<file path="src/rtl/fft_frame_feeder.sv">
// fft_frame_feeder: drains a show-ahead FIFO into fixed-length Avalon-ST
// frames (valid/ready, sop/eop) for the forward FFT, rotating through
// NUM_CH channels, one frame per channel in turn.
// Optional build macro: FRAME_ZERO_PAD_EN -- when defined, an empty FIFO in
// mid-frame produces zero-valued beats instead of stalling the frame.
module fft_frame_feeder #(
  parameter int DATA_W    = 16,
  parameter int FRAME_LEN = 4096,
  parameter int CNT_W     = 13,
  parameter int START_LVL = FRAME_LEN,
  parameter int NUM_CH    = 1,
  localparam int CH_W     = (NUM_CH > 1) ? $clog2(NUM_CH) : 1
) (
  input  logic              clk,
  input  logic              reset_n,
  input  logic              enable,
  input  logic [DATA_W-1:0] fifo_q,
  input  logic              fifo_empty,
  input  logic [CNT_W-1:0]  fifo_usedw,
  output logic              fifo_rdreq,
  output logic [DATA_W-1:0] src_data,
  output logic              src_valid,
  input  logic              src_ready,
  output logic              src_sop,
  output logic              src_eop,
  output logic [CH_W-1:0]   src_chan,
  output logic              frame_done,
  output logic              underrun
);

  localparam int IDX_W = (FRAME_LEN > 1) ? $clog2(FRAME_LEN) : 1;
  localparam logic [IDX_W-1:0] IDX_LAST  = IDX_W'(FRAME_LEN - 1);
  localparam logic [CNT_W-1:0] START_CNT = CNT_W'(START_LVL);
  localparam logic [CH_W-1:0]  CH_LAST   = CH_W'(NUM_CH - 1);

  typedef enum logic {IDLE, STREAM} state_t;

  state_t            state;
  logic [IDX_W-1:0]  idx;
  logic              issued_all;
  logic              load_en;
  logic              load_fill;
  logic              beat_acc;
  logic [DATA_W-1:0] load_word;

  // Load-slot arbitration: the output register may take a new beat when it
  // is empty or its current beat is being accepted, and beats remain.
  always_comb begin
    beat_acc   = src_valid & src_ready;
    load_en    = (state == STREAM) & ~issued_all & (~src_valid | src_ready);
    fifo_rdreq = load_en & ~fifo_empty;
    load_word  = fifo_empty ? '0 : fifo_q;
`ifdef FRAME_ZERO_PAD_EN
    load_fill  = load_en;
`else
    load_fill  = fifo_rdreq;
`endif
  end

  // Frame FSM with registered Avalon-ST outputs, index and channel rotation.
  always_ff @(posedge clk or negedge reset_n) begin
    if (!reset_n) begin
      state      <= IDLE;
      idx        <= '0;
      issued_all <= 1'b0;
      src_data   <= '0;
      src_valid  <= 1'b0;
      src_sop    <= 1'b0;
      src_eop    <= 1'b0;
      src_chan   <= '0;
      frame_done <= 1'b0;
      underrun   <= 1'b0;
    end else begin
      frame_done <= 1'b0;
      underrun   <= 1'b0;
      case (state)
        IDLE: begin
          if (enable && (fifo_usedw >= START_CNT)) begin
            state      <= STREAM;
            idx        <= '0;
            issued_all <= 1'b0;
          end
        end
        STREAM: begin
          if (load_en && fifo_empty) underrun <= 1'b1;
          if (load_fill) begin
            src_data  <= load_word;
            src_valid <= 1'b1;
            src_sop   <= (idx == '0);
            src_eop   <= (idx == IDX_LAST);
            // idx parks on the last index; issued_all marks the frame as fully loaded
            if (idx == IDX_LAST) issued_all <= 1'b1;
            else                 idx        <= idx + 1'b1;
          end else if (beat_acc) begin
            src_valid <= 1'b0;
            if (src_eop) begin
              frame_done <= 1'b1;
              state      <= IDLE;
              src_chan   <= (src_chan == CH_LAST) ? '0 : src_chan + 1'b1;
            end
          end
        end
        default: state <= IDLE;
      endcase
    end
  end

endmodule

</file>
<file path="config.mk">
export PLATFORM = sky130hd
export DESIGN_NAME = fft_frame_feeder
export DESIGN_NICKNAME = d
export VERILOG_FILES = /design/src/rtl/fft_frame_feeder.sv
export SDC_FILE = /design/constraint.sdc
export NUM_CORES = 1
export LEC_CHECK = 0
export BUFFER_PORTS_ARGS = -buffer_cell sky130_fd_sc_hd__buf_2
export CORE_ASPECT_RATIO = 1.25
export CORE_UTILIZATION = 40
export DETAILED_ROUTE_END_ITERATION = 8
export PLACE_DENSITY = 0.65
export SETUP_SLACK_MARGIN = 0.2
export SLEW_MARGIN = 20
export SYNTH_ARGS = -nofsm -noshare
export SYNTH_HDL_FRONTEND = slang
export SYNTH_SLANG_ARGS = --single-unit
</file>
<file path="constraint.sdc">
create_clock -name clk -period 4.9 [get_ports clk]
set_clock_uncertainty 0.05 [all_clocks]
set_input_delay 1.47 -clock clk [delete_from_list [all_inputs] [get_ports clk]]
set_output_delay 1.47 -clock clk [all_outputs]
set_load 0.01 [all_outputs]
</file>
==> summary.txt <==
status - completed
core area - 3820 µm²
Top Usage Layer GRT - met2
largest net degree at the start of global routing - 36
Critical R2R Launch - state
Fmax - 247 MHz
sequential share of power - 47.8%
crit end category - primary output
synthesized area - 1600 µm²
fin crit period - 4060 ps
DR iter-0 viols - 50
HPWL Detailed - 2230 µm
DRT Wirelength - 3310 µm
setup TNS - 0 ps
Yosys Warn Count - 0
internal power - 0.545 mW
post-route total power - 0.768 mW
maximum vdd drop - 0.192 mV
Port Buffers - 43
Crit Reg-Reg Endpoint - idx[5]
Pre-antenna DRT Iters - 4
Synth top area share - 54.6%
cell taking the most area after synthesis - dfrtp_1
row count - 25
# diodes - 0
routed vias/inst - 5.00
most frequent cells in the layout - nand2_1, buf_2, dfrtp_1, nor2_1
Initial Util - 42.0%
Final Net Count - 254
later-pin clock latency in the skew report - 280 ps
GR Layer Usage met1 - 22.2%
Clock transition at path regs - 70 ps
Max-Cap Viols - 0
CP max FO - 29
Most used DFF post-synth - dfrtp_1
Critical Path RT - 3380 ps
most common cell after layout, fill and taps aside - nand2_1
Cell variety after synth - 31
buffer count from post-CTS setup fixing - 0
Die Y - 72.8 µm
R2R cell count - 5
Slew @ Worst Pin - 887 ps
Area Growth Syn to Fin - 22.2%
combinational fraction of design power - 18.6%
headroom to the max-slew limit - 40.9%
Lkg Pwr - 1.05 nW
Final Hold Fails - 0
clock sinks - 35
Final Max Tran Viols - 0
Post-synth EDFFs - 0
vias after detailed routing - 1364
min-delay src - issued_all
Final period util - 82.8%
CTS Buffer Depth - 2
Startpoint Class - primary input
RSZ-0062 raised after global routing - false
hold path depth - 1
die width - 58.6 µm
Clk pwr share - 33.6%
GR Util met2 - 25.8%
ranking of synthesized cells by area - dfrtp_1, nand2_1, nor2_1
sequential-to-total area share from yosys stat - 54.6%
synthesized flop and latch total - 35
total gr overflow - 0
Total Die Area - 4270 µm²
share of cells above drive strength 1 - 26.5%
worst hold path type - flop to flop
PD cells - 392 nW/µm²
Ports - 57
syn_nets - 211
antenna violations before repair - 0
Critical Path AT - 2540 ps
Synth async-reset ratio - 100%
Psw - 0.223 mW
CTS H-tree lvls - 2
Mean Syn Cell Area - 9.17 µm²
Final setup viols - 0
Total GRT Usage - 16.6%
Final ANT Viol Nets - 0
WS Path Type - primary input to primary output
switching share of power - 29.1%
register-to-register setup slack - 2400 ps
Resize count post-CTS - 0
Post-Syn Instances - 175
gp weighted congestion - 0.805
drt drc - 0
Hold Path Sink - underrun
met3 Use GR - 4.61%
number of global-route vias before repair - 1136
first-pass GRT wire length - 5310 µm
CTS root buffer - clkbuf_8
# hold bufs at CTS - 0
CTS Buf Count - 5
routed length per instance - 12.1 µm
CTS tree - done
## cell type report
type,instances,area [µm²]
Tap cell,54,67.6
Clock buffer,5,68.8
Timing Repair Buffer,44,223
Sequential cell,35,876
Fill cell,381,1860
Clock inverter,3,43.8
Multi-Input combinational cell,128,666
Inverter,4,15.0
## metal layers
metal	part of all wire (%)	wire length [µm]
met5	0	0
met1	47	1540
met4	1.1	36
met2	48	1580
met3	4.6	152
## logic make-up after synthesis
| family | share of synthesized area [%] |
|---|---|
| other | 0.234 |
| multiplexers | 1.40 |
| AND/OR/NAND/NOR | 29.0 |
| flip-flops | 54.6 |
| adder cells (fa/ha/maj) | 1.56 |
| AO/OA/AOI/OAI | 9.28 |
| buffers and inverters | 3.90 |
## synth_stat cells, types with 3 or more instances
library cell,n
nand2_1,60
a21oi_1,5
a22o_1,4
inv_1,4
dfrtp_1,35
nor3_1,4
nand3_1,7
nor2_1,12
nand4_1,3
clkbuf_1,3
o21ai_0,7
and3_1,4
## flip-flops by register name, summed over array words and instances, names as in the netlist
signal,cells
src_data,16
idx,12
frame_done,1
issued_all,1
src_eop,1
src_sop,1
src_valid,1
state,1
underrun,1
## power by group through the flow
stage	Sequential, mW	Combinational [mW]	Clock (mW)
2_1_floorplan	0.377	0.0827	0
3_3_place_gp	0.371	0.142	0
3_5_place_dp	0.372	0.144	0
4_1_cts	0.367	0.146	0.263
5_1_grt	0.373	0.163	0.277
6_report	0.367	0.143	0.258
## critical path, cell delays in order
cell	delay, ps
buf_2	100
or4b_4	710
inv_1	120
buf_2	130
## per-stage QoR
| step | std cells | hold WS (ps) | setup slack (ps) | cell area [µm²] | utilization (%) |
|---|---|---|---|---|---|
| 2_1_floorplan | 175 | 384 | 907 | 1600 | - |
| 3_3_place_gp | 265 | 403 | 835 | 1850 | 48.4 |
| 3_5_place_dp | 265 | 405 | 844 | 1850 | 48.4 |
| 4_1_cts | 273 | 416 | 841 | 1960 | 51.3 |
| 5_1_grt | 273 | 432 | 774 | 1960 | 51.3 |
| 6_report | 273 | 419 | 844 | 1960 | 51.3 |
## worst max-delay path by stage
stage                           from    endpoint  slack, ps  cells past startpoint
after floorplan           fifo_empty  fifo_rdreq        910                      4
after global placement    fifo_empty  fifo_rdreq        830                      4
after detailed placement   src_ready  fifo_rdreq        840                      5
after CTS                  src_ready  fifo_rdreq        840                      5
after global routing       src_ready  fifo_rdreq        770                      5
final                     fifo_empty  fifo_rdreq        840                      4
No activity file was read; power rests on OpenSTA's default activity.
